File: src/rtl/int_issue_queue_pkg.sv
// Shared types and constants for the integer issue queue.
package int_issue_queue_pkg;

  localparam int IQ_DEPTH  = 16;
  localparam int IQ_ADDR_W = 5;
  localparam int IQ_PRF_W  = 6;
  localparam int IQ_ROB_W  = 6;

  localparam logic [1:0] FU_ALU = 2'd0;
  localparam logic [1:0] FU_MUL = 2'd1;
  localparam logic [1:0] FU_LS  = 2'd2;
  localparam logic [1:0] FU_BAD = 2'd3;

  typedef struct packed {
    logic                valid;
    logic [1:0]          fu;
    logic [IQ_PRF_W-1:0] prd;
    logic [IQ_PRF_W-1:0] prs1;
    logic [IQ_PRF_W-1:0] prs2;
    logic                rdy1;
    logic                rdy2;
    logic [IQ_ROB_W-1:0] rob_id;
  } iq_entry_t;

  // Number of distinct entries freed by this cycle's grants; a grant that
  // repeats an earlier grant's address is not counted twice.
  function automatic logic [2:0] grant_count(input logic [3:0] g,
                                             input logic [3:0] a0,
                                             input logic [3:0] a1,
                                             input logic [3:0] a2,
                                             input logic [3:0] a3);
    logic [2:0] n;
    n = {2'b00, g[0]};
    if (g[1] && !(g[0] && a1 == a0)) n = n + 3'd1;
    if (g[2] && !(g[0] && a2 == a0) && !(g[1] && a2 == a1)) n = n + 3'd1;
    if (g[3] && !(g[0] && a3 == a0) && !(g[1] && a3 == a1) &&
        !(g[2] && a3 == a2)) n = n + 3'd1;
    return n;
  endfunction

endpackage

File: src/rtl/int_issue_queue_if.sv
// Dispatch handshake from rename into the integer issue queue.
interface int_issue_queue_if
  import int_issue_queue_pkg::*;
#(
  parameter int PRF_WIDTH = IQ_PRF_W,
  parameter int ROB_WIDTH = IQ_ROB_W
);
  logic                 disp_valid;
  logic                 disp_ready;
  logic [1:0]           disp_fu;
  logic [PRF_WIDTH-1:0] disp_prd;
  logic [PRF_WIDTH-1:0] disp_prs1;
  logic [PRF_WIDTH-1:0] disp_prs2;
  logic                 disp_prs1_rdy;
  logic                 disp_prs2_rdy;
  logic [ROB_WIDTH-1:0] disp_rob_id;

  modport master (
    output disp_valid, disp_fu, disp_prd, disp_prs1, disp_prs2,
           disp_prs1_rdy, disp_prs2_rdy, disp_rob_id,
    input  disp_ready
  );

  modport slave (
    input  disp_valid, disp_fu, disp_prd, disp_prs1, disp_prs2,
           disp_prs1_rdy, disp_prs2_rdy, disp_rob_id,
    output disp_ready
  );
endinterface

File: src/rtl/int_issue_queue_free_pick.sv
// Lowest-set-bit priority encoder used to choose the dispatch slot.
module iq_free_pick (
  input  logic [15:0] free_vec,
  output logic [15:0] pick_oh,
  output logic [3:0]  pick_idx,
  output logic        any_free
);

  // Scan from the top down so the lowest free index is the last one kept.
  always_comb begin
    pick_oh  = '0;
    pick_idx = '0;
    any_free = |free_vec;
    for (int i = 15; i >= 0; i--) begin
      if (free_vec[i]) begin
        pick_oh     = '0;
        pick_oh[i]  = 1'b1;
        pick_idx    = 4'(i);
      end
    end
  end

endmodule

File: src/rtl/int_issue_queue.sv
// 16-entry unified integer issue queue: holds renamed ops, tracks source
// readiness and raises per-FU request vectors for the select stage.
module int_issue_queue
  import int_issue_queue_pkg::*;
#(
  parameter int PRF_WIDTH = IQ_PRF_W,
  parameter int IQ_DEPTH  = 16,
  parameter int ROB_WIDTH = IQ_ROB_W
) (
  input  logic                          clk,
  input  logic                          rst,
  input  logic                          flush,
  int_issue_queue_if.slave              disp,
  input  logic [15:0]                   wk_prs1_rdy,
  input  logic [15:0]                   wk_prs2_rdy,
  input  logic                          grant_alu0,
  input  logic                          grant_alu1,
  input  logic                          grant_mul,
  input  logic                          grant_ls,
  input  logic [4:0]                    addr_alu0,
  input  logic [4:0]                    addr_alu1,
  input  logic [4:0]                    addr_mul,
  input  logic [4:0]                    addr_ls,
  output logic [16*PRF_WIDTH-1:0]       ciq_prd,
  output logic [16*PRF_WIDTH-1:0]       ciq_prs1,
  output logic [16*PRF_WIDTH-1:0]       ciq_prs2,
  output logic [16*ROB_WIDTH-1:0]       ciq_rob_id,
  output logic [15:0]                   req_alu,
  output logic [15:0]                   req_mul,
  output logic [15:0]                   req_ls,
  output logic [4:0]                    iq_count,
  output logic                          iq_full,
  output logic                          iq_empty
);

  iq_entry_t   ent [16];
  iq_entry_t   new_entry;
  logic [15:0] valid_vec;
  logic [15:0] gnt_clr;
  logic [15:0] pick_oh;
  logic [3:0]  pick_idx;
  logic        any_free;
  logic        accept;
  logic        bypass1;
  logic        bypass2;
  logic [2:0]  n_grants;
  logic [3:0]  grant_vec;
  logic [4:0]  count_reg;
  logic [4:0]  count_next;

  assign grant_vec = {grant_ls, grant_mul, grant_alu1, grant_alu0};
  assign n_grants  = grant_count(grant_vec, addr_alu0[3:0], addr_alu1[3:0],
                                 addr_mul[3:0], addr_ls[3:0]);

  assign iq_count        = count_reg;
  assign iq_full         = (count_reg == 5'd16);
  assign iq_empty        = (count_reg == 5'd0);
  assign disp.disp_ready = ~iq_full;
  assign accept          = disp.disp_valid & disp.disp_ready & ~flush;

  // Slot choice only looks at entries invalid at the start of the cycle,
  // so a slot freed by a grant this cycle is not reused until next cycle.
  iq_free_pick u_free_pick (
    .free_vec (~valid_vec),
    .pick_oh  (pick_oh),
    .pick_idx (pick_idx),
    .any_free (any_free)
  );

  // Decode grants into per-entry free strobes.
  always_comb begin
    gnt_clr = '0;
    if (grant_alu0) gnt_clr[addr_alu0[3:0]] = 1'b1;
    if (grant_alu1) gnt_clr[addr_alu1[3:0]] = 1'b1;
    if (grant_mul)  gnt_clr[addr_mul[3:0]]  = 1'b1;
    if (grant_ls)   gnt_clr[addr_ls[3:0]]   = 1'b1;
  end

  // Same-cycle wake-up of the incoming op by any producer granted now.
  always_comb begin
    bypass1 = (grant_alu0 && ent[addr_alu0[3:0]].prd == disp.disp_prs1) ||
              (grant_alu1 && ent[addr_alu1[3:0]].prd == disp.disp_prs1) ||
              (grant_mul  && ent[addr_mul[3:0]].prd  == disp.disp_prs1) ||
              (grant_ls   && ent[addr_ls[3:0]].prd   == disp.disp_prs1);
    bypass2 = (grant_alu0 && ent[addr_alu0[3:0]].prd == disp.disp_prs2) ||
              (grant_alu1 && ent[addr_alu1[3:0]].prd == disp.disp_prs2) ||
              (grant_mul  && ent[addr_mul[3:0]].prd  == disp.disp_prs2) ||
              (grant_ls   && ent[addr_ls[3:0]].prd   == disp.disp_prs2);
  end

  // Build the entry written on dispatch; an illegal FU class is dropped.
  always_comb begin
    new_entry        = '0;
    new_entry.valid  = (disp.disp_fu != FU_BAD);
    new_entry.fu     = (disp.disp_fu == FU_BAD) ? FU_ALU : disp.disp_fu;
    new_entry.prd    = disp.disp_prd;
    new_entry.prs1   = disp.disp_prs1;
    new_entry.prs2   = disp.disp_prs2;
    new_entry.rdy1   = disp.disp_prs1_rdy | bypass1;
    new_entry.rdy2   = disp.disp_prs2_rdy | bypass2;
    new_entry.rob_id = disp.disp_rob_id;
  end

  // Occupancy: dispatch adds one, each distinct grant removes one.
  always_comb begin
    count_next = count_reg + {4'd0, accept} - {2'd0, n_grants};
    if (flush) count_next = '0;
  end

  // Occupancy counter.
  always_ff @(posedge clk) begin
    if (rst) count_reg <= '0;
    else     count_reg <= count_next;
  end

  for (genvar gi = 0; gi < 16; gi++) begin : gen_entry
    iq_entry_t entry_reg;

    // Per-entry state: flush beats dispatch, dispatch beats grant/wake-up.
    always_ff @(posedge clk) begin
      if (rst) begin
        entry_reg <= '0;
      end else if (flush) begin
        entry_reg.valid <= 1'b0;
        entry_reg.rdy1  <= 1'b0;
        entry_reg.rdy2  <= 1'b0;
      end else if (accept && pick_oh[gi]) begin
        entry_reg <= new_entry;
      end else if (gnt_clr[gi]) begin
        entry_reg.valid <= 1'b0;
        entry_reg.rdy1  <= 1'b0;
        entry_reg.rdy2  <= 1'b0;
      end else begin
        entry_reg.rdy1 <= entry_reg.rdy1 | (wk_prs1_rdy[gi] & entry_reg.valid);
        entry_reg.rdy2 <= entry_reg.rdy2 | (wk_prs2_rdy[gi] & entry_reg.valid);
      end
    end

    assign ent[gi]       = entry_reg;
    assign valid_vec[gi] = entry_reg.valid;
    assign ciq_prd[gi*PRF_WIDTH +: PRF_WIDTH]    = entry_reg.prd;
    assign ciq_prs1[gi*PRF_WIDTH +: PRF_WIDTH]   = entry_reg.prs1;
    assign ciq_prs2[gi*PRF_WIDTH +: PRF_WIDTH]   = entry_reg.prs2;
    assign ciq_rob_id[gi*ROB_WIDTH +: ROB_WIDTH] = entry_reg.rob_id;
    assign req_alu[gi] = entry_reg.valid & entry_reg.rdy1 & entry_reg.rdy2 &
                         (entry_reg.fu == FU_ALU);
    assign req_mul[gi] = entry_reg.valid & entry_reg.rdy1 & entry_reg.rdy2 &
                         (entry_reg.fu == FU_MUL);
    assign req_ls[gi]  = entry_reg.valid & entry_reg.rdy1 & entry_reg.rdy2 &
                         (entry_reg.fu == FU_LS);
  end

  // Protocol checks on grants and dispatch; no effect on the logic above.
  always @(posedge clk) begin
    if (!rst && !flush) begin
      if (grant_alu0) assert (!addr_alu0[4] && valid_vec[addr_alu0[3:0]]);
      if (grant_alu1) assert (!addr_alu1[4] && valid_vec[addr_alu1[3:0]]);
      if (grant_mul)  assert (!addr_mul[4]  && valid_vec[addr_mul[3:0]]);
      if (grant_ls)   assert (!addr_ls[4]   && valid_vec[addr_ls[3:0]]);
      assert ({1'b0, n_grants} == 4'(grant_alu0) + 4'(grant_alu1) +
                                  4'(grant_mul) + 4'(grant_ls));
      if (accept) begin
        assert (disp.disp_fu != FU_BAD);
        assert (any_free && pick_oh[pick_idx]);
      end
    end
  end

endmodule

File: src/flat_wrapper.sv
// flat-port wrapper written by rule: the top's interface ports become plain ports
module int_issue_queue_flat import int_issue_queue_pkg::*;
#(
  parameter int PRF_WIDTH = IQ_PRF_W,
  parameter int IQ_DEPTH  = 16,
  parameter int ROB_WIDTH = IQ_ROB_W
)
  (clk, rst, flush, wk_prs1_rdy, wk_prs2_rdy, grant_alu0, grant_alu1, grant_mul, grant_ls, addr_alu0, addr_alu1, addr_mul, addr_ls, ciq_prd, ciq_prs1, ciq_prs2, ciq_rob_id, req_alu, req_mul, req_ls, iq_count, iq_full, iq_empty, disp_disp_valid, disp_disp_fu, disp_disp_prd, disp_disp_prs1, disp_disp_prs2, disp_disp_prs1_rdy, disp_disp_prs2_rdy, disp_disp_rob_id, disp_disp_ready);
  int_issue_queue_if #(.PRF_WIDTH(PRF_WIDTH), .ROB_WIDTH(ROB_WIDTH)) disp_i ();
  input  logic clk;
  input  logic rst;
  input  logic flush;
  input  logic [15:0] wk_prs1_rdy;
  input  logic [15:0] wk_prs2_rdy;
  input  logic grant_alu0;
  input  logic grant_alu1;
  input  logic grant_mul;
  input  logic grant_ls;
  input  logic [4:0] addr_alu0;
  input  logic [4:0] addr_alu1;
  input  logic [4:0] addr_mul;
  input  logic [4:0] addr_ls;
  output logic [16*PRF_WIDTH-1:0] ciq_prd;
  output logic [16*PRF_WIDTH-1:0] ciq_prs1;
  output logic [16*PRF_WIDTH-1:0] ciq_prs2;
  output logic [16*ROB_WIDTH-1:0] ciq_rob_id;
  output logic [15:0] req_alu;
  output logic [15:0] req_mul;
  output logic [15:0] req_ls;
  output logic [4:0] iq_count;
  output logic iq_full;
  output logic iq_empty;
  input wire logic [$bits(disp_i.disp_valid)-1:0] disp_disp_valid;
  input wire logic [$bits(disp_i.disp_fu)-1:0] disp_disp_fu;
  input wire logic [$bits(disp_i.disp_prd)-1:0] disp_disp_prd;
  input wire logic [$bits(disp_i.disp_prs1)-1:0] disp_disp_prs1;
  input wire logic [$bits(disp_i.disp_prs2)-1:0] disp_disp_prs2;
  input wire logic [$bits(disp_i.disp_prs1_rdy)-1:0] disp_disp_prs1_rdy;
  input wire logic [$bits(disp_i.disp_prs2_rdy)-1:0] disp_disp_prs2_rdy;
  input wire logic [$bits(disp_i.disp_rob_id)-1:0] disp_disp_rob_id;
  output wire logic [$bits(disp_i.disp_ready)-1:0] disp_disp_ready;
  assign disp_i.disp_valid = disp_disp_valid;
  assign disp_i.disp_fu = disp_disp_fu;
  assign disp_i.disp_prd = disp_disp_prd;
  assign disp_i.disp_prs1 = disp_disp_prs1;
  assign disp_i.disp_prs2 = disp_disp_prs2;
  assign disp_i.disp_prs1_rdy = disp_disp_prs1_rdy;
  assign disp_i.disp_prs2_rdy = disp_disp_prs2_rdy;
  assign disp_i.disp_rob_id = disp_disp_rob_id;
  assign disp_disp_ready = disp_i.disp_ready;
  int_issue_queue #(.PRF_WIDTH(PRF_WIDTH), .IQ_DEPTH(IQ_DEPTH), .ROB_WIDTH(ROB_WIDTH)) u_core (.clk(clk), .rst(rst), .flush(flush), .disp(disp_i), .wk_prs1_rdy(wk_prs1_rdy), .wk_prs2_rdy(wk_prs2_rdy), .grant_alu0(grant_alu0), .grant_alu1(grant_alu1), .grant_mul(grant_mul), .grant_ls(grant_ls), .addr_alu0(addr_alu0), .addr_alu1(addr_alu1), .addr_mul(addr_mul), .addr_ls(addr_ls), .ciq_prd(ciq_prd), .ciq_prs1(ciq_prs1), .ciq_prs2(ciq_prs2), .ciq_rob_id(ciq_rob_id), .req_alu(req_alu), .req_mul(req_mul), .req_ls(req_ls), .iq_count(iq_count), .iq_full(iq_full), .iq_empty(iq_empty));
endmodule
File: config.mk
export PLATFORM = sky130hd
export DESIGN_NAME = int_issue_queue_flat
export DESIGN_NICKNAME = d
export VERILOG_FILES = /design/src/rtl/int_issue_queue_pkg.sv /design/src/rtl/int_issue_queue_if.sv /design/src/rtl/int_issue_queue_free_pick.sv /design/src/rtl/int_issue_queue.sv /design/src/flat_wrapper.sv
export SDC_FILE = /design/constraint.sdc
export NUM_CORES = 1
export LEC_CHECK = 0
export BUFFER_PORTS_ARGS = -buffer_cell sky130_fd_sc_hd__buf_2
export CAP_MARGIN = 10
export CORE_ASPECT_RATIO = 0.75
export CORE_MARGIN = 2
export CORE_UTILIZATION = 56
export DETAILED_ROUTE_END_ITERATION = 6
export PLACE_DENSITY = 0.81
export SLEW_MARGIN = 20
export SYNTH_ARGS = -nofsm -noshare
export SYNTH_HDL_FRONTEND = slang
export SYNTH_SLANG_ARGS = --single-unit
File: constraint.sdc
create_clock -name clk -period 5.35 [get_ports clk]
set_input_delay 1.3375 -clock clk [delete_from_list [all_inputs] [get_ports clk]]
set_output_delay 1.3375 -clock clk [all_outputs]
set_load 0.02 [all_outputs]
# After elaboration in Yosys (flattened, before gate mapping)
# Cells that the tools add are included.
# word_totals
in_bits,88
output_inout_bits,440
reg_bits,469
wordCells,563
# op_classes
n_mux,108
bitwise,158
addsub,5
eq_ne,49
magnitude_cmp,12
reduce_logical,102
# ops
cell,count
$bmux W29 S4,4
$mux W16,20
$mux W26,8
$and A1 B1 Y1,114
$mux W2,33
$eq A6 B6 Y1,8
$or A16 B16 Y16,3
$logic_and A1 B1 Y1,40
$mux W1,36
$eq A2 B2 Y1 const B,17
$or A1 B1 Y1,34
$eq A2 B1 Y1 const B,16
$logic_not A2 Y1,16
$reduce_and A2 Y1,16
$reduce_bool A2 Y1,16
$eq A4 B4 Y1,6
$ge A5 B5 Y1 const B,4
$lt A4 B5 Y1 const B,4
$not A4 Y5,4
$demux W1 S4,4
$ge A4 B1 Y1 const B,4
$not A16 Y16,1
$mux W3,3
$add A3 B1 Y3 const B,2
10 further kinds,21

# Logic depth before layout (Yosys ltp)
# Gate-level depths: netlist of the first run.
# depth
depth_word,19
ltp_mapped,18

# By module
# Synthesis of the first run repeated with hierarchy kept, for this count alone.
# unflattened
cells_unflattened,3204
area_unflattened_um2,25687.1
# by_module_without_submodules
mod,area_each_um2,cells_per_inst,n_inst,seq_area_each_um2
int_issue_queue,25361.8,3156,1,9389.0
iq_free_pick,325.3,48,1,0.0

# Worst setup path before layout of the first run
# OpenSTA, ideal clock, no wires.
# synth_path
path_type,input-to-reg
startpoint,input addr_mul[1]
endpoint,register u_core.count_reg[4] (netlist: u_core.iq_count[4])
cell_stages,16
t_arrival_ns,4.625
setup_slack_ns,0.597
cell_sequence,buf_4 buf_6 buf_4 buf_1 xor2_1 o41ai_1 a31oi_1 xor2_1 ha_1 mux2i_1 ha_1 fa_1 a21o_1 a21oi_1 xnor2_1 nor2_1
# synth_between
elab_chain_cells,9
# synth_lines
element,line,text
start: declaration,flat_wrapper.sv:21,input logic [4:0] addr_mul;
$eq A4 B4 Y1,int_issue_queue_pkg.sv:35,if (g[2] && !(g[0] && a2 == a0) && !(g[1] && a2 == a1)) n = n + 3'd1;
$logic_and A1 B1 Y1,int_issue_queue_pkg.sv:35,
$logic_not A1 Y1,int_issue_queue_pkg.sv:35,
$logic_and A1 B1 Y1 (2 in a row),int_issue_queue_pkg.sv:35,
$mux W3,int_issue_queue_pkg.sv:35,
$add A3 B1 Y3,int_issue_queue_pkg.sv:37,!(g[2] && a3 == a2)) n = n + 3'd1;
$mux W3 *,int_issue_queue_pkg.sv:36,if (g[3] && !(g[0] && a3 == a0) && !(g[1] && a3 == a1) &&
$sub A5 B3 Y5 *,int_issue_queue.sv:106,"count_next = count_reg + {4'd0, accept} - {2'd0, n_grants};"
end signal: assignment,int_issue_queue.sv:113,else count_reg <= count_next;
end: declaration,int_issue_queue.sv:48,logic [4:0] count_reg;
# Mark *: on every way between the ends. The rest lies on a longest branch, timed or not.
# A chain may end at the register's enable or synchronous reset.

# Worst setup path in the final report of the first run
# layout_path
startpoint,input addr_mul[0]
endpoint,register u_core.count_reg[4] (netlist: u_core.iq_count[4])
# The elaborated chain is that of the path after synthesis.

==> results of run 1 <==
Yosys cell counts (7+ instances only):
master	number	area, um2
mux2i_1	100	1001
buf_2	32	160.2
inv_1	20	75.07
a22o_1	7	61.31
clkbuf_1	185	694.4
nand2_1	885	3322
or3_1	11	68.82
ha_1	9	112.6
nor2b_1	13	81.33
nand2b_1	8	50.05
xnor2_1	41	359.1
o22ai_1	22	137.6
mux2_2	8	90.09
nand3b_1	7	52.55
mux4_2	57	1284
nor4_1	8	50.05
o21ai_0	35	175.2
nand3_1	38	190.2
nor3_1	42	210.2
xor2_1	39	341.6
buf_4	391	2935
nor3b_1	36	270.3
buf_1	26	97.59
nor2_1	110	412.9
a22oi_1	32	240.2
dfxtp_1	469	9389
a21oi_2	10	87.58
a21oi_1	480	2402
critical path, stage by stage:
cell and delay [ns]:
buf_2 0.39, xor2_1 0.13, o41ai_1 0.46, a31oi_1 0.16, xor2_1 0.26, ha_1 0.28, mux2i_1 0.24, ha_1 0.32
fa_1 0.47, a21o_1 0.19, a21oi_1 0.18, xnor2_1 0.14, nor2_1 0.06
metrics by stage:
| step | utilization [%] | hold WS [ns] | cells | cell area, um2 | total power [mW] |
|---|---|---|---|---|---|
| after global routing | 60.50 | 0.4667 | 3857 | 27080 | 8.238 |
| after floorplan | - | 0.4323 | 3243 | 25460 | 4.191 |
| after CTS | 60.46 | 0.4484 | 3851 | 27070 | 8.012 |
| after global placement | 56.66 | 0.4346 | 3768 | 25360 | 4.418 |
| after detailed placement | 56.66 | 0.4399 | 3768 | 25360 | 4.427 |
| final | 60.52 | 0.4463 | 3861 | 27090 | 8.015 |
how the worst max path moves through the flow:
| stage | start | end | slack [ns] | cells after the start |
|---|---|---|---|---|
| 2_1_floorplan | addr_mul[1] | u_core.iq_count[4] | 0.60 | 16 |
| 3_3_place_gp | addr_mul[0] | u_core.iq_count[4] | 0.70 | 13 |
| 3_5_place_dp | addr_mul[0] | u_core.iq_count[4] | 0.62 | 13 |
| 4_1_cts | addr_mul[0] | u_core.iq_count[4] | 1.22 | 13 |
| 5_1_grt | addr_mul[0] | u_core.iq_count[4] | 0.96 | 13 |
| 6_report | addr_mul[0] | u_core.iq_count[4] | 1.18 | 13 |
state kept, by name (all words and copies together) (netlist names):
register and count:
u_core.ciq_prs1 96, u_core.iq_count 5, u_core.ciq_rob_id 96, u_core.ciq_prs2 96, u_core.ciq_prd 96, u_core.ent 80
kinds of logic (layout without fill, tap and decap cells):
kind of cell    Yosys count  after routing
simple gates           1199           1199
xor+xnor                 80             80
other cells               0             10
mux                     174            174
fa+ha+maj                10             10
flops                   469            469
buf+inv                 663            685
compound gates          648            648
layout make-up:
cell class	instances	area, um2	share of cell area (%)
Multi-Input combinational cell	2111	12070	44.54
Clock inverter	24	411.6	1.519
Clock buffer	59	1290	4.762
Timing Repair Buffer	580	3093	11.42
Tap cell	586	733.2	2.706
Inverter	22	82.58	0.3048
Antenna cell	10	25.02	0.09237
Sequential cell	469	9389	34.66
layer usage:
layer	vias to the layer above	routed length (um)	global-route usage [%]
li1	10440	-	-
met1	10850	35750	49.34
met2	1500	39430	56.38
met3	251	11300	10.06
met4	12	3582	15.09
met5	-	77	0
power groups by stage:
stage / sequential, mW / combinational, mW / clock, mW
global route: 3.55 / 0.873 / 3.81
floorplan: 3.63 / 0.557 / 0
CTS: 3.55 / 0.801 / 3.66
finish: 3.55 / 0.821 / 3.64
global placement: 3.63 / 0.788 / 0
detailed placement: 3.63 / 0.796 / 0
==> key figures, run 1 <==
Status
  – Outcome: finished, final reports clean

Clock network
  – Post-CTS sizing: 0
  – TritonCTS clock tree: built
  – H-tree levels: 2
  – Cts hold-fix bufs: 0
  – CTS root buf: clkbuf_16
  – Inserted Clock Buffers: 46
  – Skew-Pair Late Insertion Delay: 0.62 ns
  – Max Buffers Root-to-Sink: 3
  – Clk slew on worst S/H paths: 0.06 ns
  – Post-CTS Setup Bufs: 0
  – Clock Sinks: 469

Setup path
  – CP max FO: 18
  – Worst Setup End Kind: flop
  – R2R depth: 9
  – Startpoint Class: input port
  – Critical path data arrival time: 4.63 ns
  – R2r endpoint: u_core.ent[35]
  – Crit Path Category: input port to flop
  – FF-to-FF setup slack: 1.90 ns
  – Worst R2R Start: u_core.ent[347]
  – CP required: 5.81 ns

Placement
  – DP Wirelength: 62.67 mm
  – Port bufs: 523
  – Routability Congestion: 1.015
  – DP Worst Slack: 0.6209 ns

Synth
  – #FFs+latches synth: 469
  – Register area share after synthesis: 36.88%
  – Synth Area in Compound Gates: 14.29%
  – Post-synthesis adder-cell area fraction: 0.5209%
  – Synth warn: 0
  – Post-synthesis cell type count: 78
  – Synth async-reset ratio: 0%
  – Net count after synthesis: 3341
  – Syn Std Cell Area: 25460 um2
  – Post-Synth XOR/XNOR Area: 2.752%
  – Number of enable flip-flop cells after synthesis: 0
  – Mux contribution to synthesized area: 9.946%
  – Post-synthesis simple-gate area fraction: 19.68%
  – Combinational family with the most area after synthesis: simple AND/OR/NAND/NOR gates
  – Syn Inst Count: 3243
  – Ys flop type: dfxtp_1
  – Mean Syn Cell Area: 7.851 um2

Drt
  – Detailed Route WL: 90.13 mm
  – Via density: 5.971
  – Iteration count of the initial detailed-routing pass: 6
  – DR vias: 23050
  – Post-DRT Antenna Nets: 0
  – Wire per inst: 23.34 um
  – Drt first-iter violations: 2574
  – DRC Markers: 0

GRT
  – Grt ovf: 0
  – Initial antenna violation count: 16
  – All-Layer GR Usage: 36.87%
  – Largest net degree at the start of global routing: 180
  – Vias in the first global route: 21150
  – First-pass GRT wire length: 133.3 mm

Die
  – Row cnt: 67
  – Core area: 44770 um2
  – Initial Utilization: 56.88%
  – Die outline area: 47200 um2
  – Die height: 188.7 um
  – Ports: 528
  – Die W: 250.2 um

Cells and area
  – Commonest cells after routing, fill and taps aside: nand2_1 (885), buf_2 (522), a21oi_1 (480)
  – Area Overhead vs Synth: 6.403%
  – Final Net Count: 3328
  – Most common cell after layout, fill and taps aside: nand2_1
  – Fillers: 4050
  – Share of cells above drive strength 1: 23.40%

STA
  – Final hold vios: 0
  – Period utilization: 77.93%
  – Worst-margin pin slew: 1.126 ns
  – Finish-stage setup viols: 0
  – Maximum clock frequency: 239.8 MHz
  – Setup TNS: 0 ns
  – Slew margin rel.: 24.95%
  – RSZ-0062 raised after global routing: false
  – Fin. max-slew vios: 0
  – Post-route minimum period: 4.169 ns
  – Final WS setup: 1.181 ns
  – Fin Clk Skew: 0.03869 ns

Power
  – Pint: 5.943 mW
  – Gate power share: 10.2%
  – Share of power burned in registers: 44.3%
  – PwrDens: 295.8 nW/um2
  – Static Leak: 10.88 nW
  – Sw frac: 25.85%
  – Clock Power Share: 45.4%
  – Net Sw Power: 2.072 mW
  – Worst vdd ir: 0.0002600 V

Hold path
  – Worst Hold Launch: u_core.ciq_prs2[79]
  – Hold path cells: 2
  – Worst hold-check path type: flop to flop
  – Hold EP: u_core.ciq_prs2[79]

Job
  – Max Cap Violations: 0
(Power assumes the default switching activity.)
==> inputs of run 2 (changes only) <==
==> constraint.sdc (replaced) <==
create_clock -name clk -period 4.3 [get_ports clk]
set_input_delay 1.075 -clock clk [delete_from_list [all_inputs] [get_ports clk]]
set_output_delay 1.075 -clock clk [all_outputs]
set_load 0.02 [all_outputs]
==> key figures, run 2 (same netlist as run 1, synthesis figures left out) <==
Placement
  – Placed Cells: 3796 (was 3768)
  – DP Wirelength: 63.50 mm (was 62.67 mm)
  – Routability Congestion: 1.014 (was 1.015)
  – Port bufs: 523 (unchanged)
  – DP Worst Slack: 0.06762 ns (was 0.6209 ns)

Die
  – Die W: 250.2 um (unchanged)
  – Die outline area: 47200 um2 (unchanged)
  – Core area: 44770 um2 (unchanged)
  – Die height: 188.7 um (unchanged)
  – Row cnt: 67 (unchanged)
  – Initial Utilization: 56.88% (unchanged)
  – Ports: 528 (unchanged)

GRT
  – All-Layer GR Usage: 36.96% (was 36.87%)
  – Vias in the first global route: 21040 (was 21150)
  – Grt ovf: 0 (unchanged)
  – Largest net degree at the start of global routing: 160 (was 180)
  – First-pass GRT wire length: 133.4 mm (was 133.3 mm)
  – Initial antenna violation count: 10 (was 16)

Drt
  – Wire per inst: 23.36 um (was 23.34 um)
  – Post-DRT Antenna Nets: 0 (unchanged)
  – Detailed Route WL: 90.71 mm (was 90.13 mm)
  – Iteration count of the initial detailed-routing pass: 7 (was 6)
  – DRC Markers: 1 (was 0)
  – Drt first-iter violations: 2928 (was 2574)
  – Via density: 6.027 (was 5.971)
  – DR vias: 23410 (was 23050)

Setup path
  – R2R depth: 8 (was 9)
  – Worst Setup End Kind: flop (unchanged)
  – R2r endpoint: u_core.ciq_prs1[87] (was u_core.ent[35])
  – Startpoint Class: input port (unchanged)
  – Crit Path Category: input port to flop (unchanged)
  – FF-to-FF setup slack: 1.01 ns (was 1.90 ns)
  – Worst R2R Start: u_core.ent[347] (unchanged)
  – CP required: 4.76 ns (was 5.81 ns)
  – Critical path data arrival time: 4.17 ns (was 4.63 ns)
  – CP max FO: 5 (was 18)

STA
  – Final hold vios: 0 (unchanged)
  – Final WS setup: 0.5918 ns (was 1.181 ns)
  – Fin. max-slew vios: 0 (unchanged)
  – RSZ-0062 raised after global routing: false (unchanged)
  – Period utilization: 86.24%
  – Finish-stage setup viols: 0 (unchanged)
  – Worst-margin pin slew: 1.050 ns (was 1.126 ns)
  – Maximum clock frequency: 269.7 MHz
  – Post-route minimum period: 3.708 ns
  – Fin Clk Skew: 0.03324 ns (was 0.03869 ns)
  – Setup TNS: 0 ns (unchanged)
  – Slew margin rel.: 29.97% (was 24.95%)

Hold path
  – Hold EP: u_core.ciq_prs1[66] (was u_core.ciq_prs2[79])
  – Worst hold-check path type: flop to flop (unchanged)
  – Hold path cells: 2 (unchanged)
  – Worst Hold Launch: u_core.ciq_prs1[66] (was u_core.ciq_prs2[79])

Cells and area
  – Final Net Count: 3356 (was 3328)
  – Commonest cells after routing, fill and taps aside: nand2_1 (885), buf_2 (522), a21oi_1 (480) (unchanged)
  – Area Overhead vs Synth: 6.870% (was 6.403%)
  – Reg area: 9389 um2 (unchanged)
  – Non-Filler Instances: 3884 (was 3861)
  – Multi-input gate area: 12070 um2 (about the same)
  – Fillers: 4041 (was 4050)
  – Share of cells above drive strength 1: 23.84% (was 23.40%)
  – Most common cell after layout, fill and taps aside: nand2_1 (unchanged)

Status
  – Violated checks: design-rule violations
  – Outcome: finished, violations left (was finished, final reports clean)

Power
  – PwrDens: 354.4 nW/um2 (was 295.8 nW/um2)
  – Static Leak: 10.97 nW (was 10.88 nW)
  – Worst vdd ir: 0.0003122 V (was 0.0002600 V)

Clock network
  – Post-CTS Setup Bufs: 0 (unchanged)
  – Max Buffers Root-to-Sink: 3 (unchanged)
  – Post-CTS sizing: 0 (unchanged)
  – Skew-Pair Late Insertion Delay: 0.61 ns (was 0.62 ns)
  – H-tree levels: 2 (unchanged)
  – Cts hold-fix bufs: 0 (unchanged)
  – Clock Sinks: 469 (unchanged)
  – TritonCTS clock tree: built (unchanged)
  – CTS root buf: clkbuf_16 (unchanged)
  – Inserted Clock Buffers: 46 (unchanged)
  – Clk slew on worst S/H paths: 0.07 ns (was 0.06 ns)

Job
  – Max Cap Violations: 0 (unchanged)
==> run 2: cell type report <==
cell class	count	share of cell area, %
flip-flops and latches	469	34.51
inverters	22	0.3035
repair buffers	608	12.37
well taps	586	2.695
diodes	9	0.08277
clock buffers	64	4.810
clock inverters	15	0.8599
multi-input cells	2111	44.37
==> run 2: how the worst max path moves through the flow <==
stage	start	end	slack [ns]	cells past startpoint
final	addr_alu0[0]	u_core.iq_count[4]	0.59	14
after detailed placement	addr_alu0[0]	u_core.iq_count[4]	0.07	14
after floorplan	addr_mul[3]	u_core.iq_count[4]	0.03	15
after CTS	addr_alu0[0]	u_core.iq_count[4]	0.70	14
after global routing	addr_alu0[0]	u_core.iq_count[4]	0.52	14
after global placement	addr_alu0[0]	u_core.iq_count[4]	0.13	14
==> run 2: per-stage QoR <==
stage / cell area [um2] / total power [mW] / util, % / hold WS [ns]
2_1_floorplan: 25480 / 5.216 / - / 0.4323
4_1_cts: 27190 / 9.646 / 60.73 / 0.4482
3_3_place_gp: 25640 / 5.532 / 57.29 / 0.4351
5_1_grt: 27200 / 9.914 / 60.77 / 0.4594
3_5_place_dp: 25640 / 5.541 / 57.29 / 0.4397
6_report: 27210 / 9.643 / 60.78 / 0.4478
==> run 2: routing by layer <==
layer / up-vias / global-route usage, % / wire [um]
met4: 6 / 13.86 / 3401
met3: 269 / 9.076 / 11380
met1: 11020 / 50.98 / 36090
met5: - / 0 / 110
li1: 10510 / - / -
met2: 1598 / 56.01 / 39730
==> run 2: power breakdown <==
part	total (mW)	leakage, nW	internal, mW	switching (mW)
Combinational	1.04	6.45	0.348	0.696
Sequential	4.44	3.78	4.38	0.0564
Clock	4.16	0.745	2.38	1.78
Total	9.64	11.0	7.11	2.54
==> run 2: critical path, stage by stage <==
cell and delay, ns:
buf_2 0.25, xor2_1 0.12, nor3_1 0.30, a31oi_1 0.14, ha_1 0.32, xor2_1 0.23, ha_1 0.27, mux2i_1 0.13
ha_1 0.28, fa_1 0.47, a21o_1 0.19, a21oi_1 0.18, xnor2_1 0.14, nor2_1 0.05
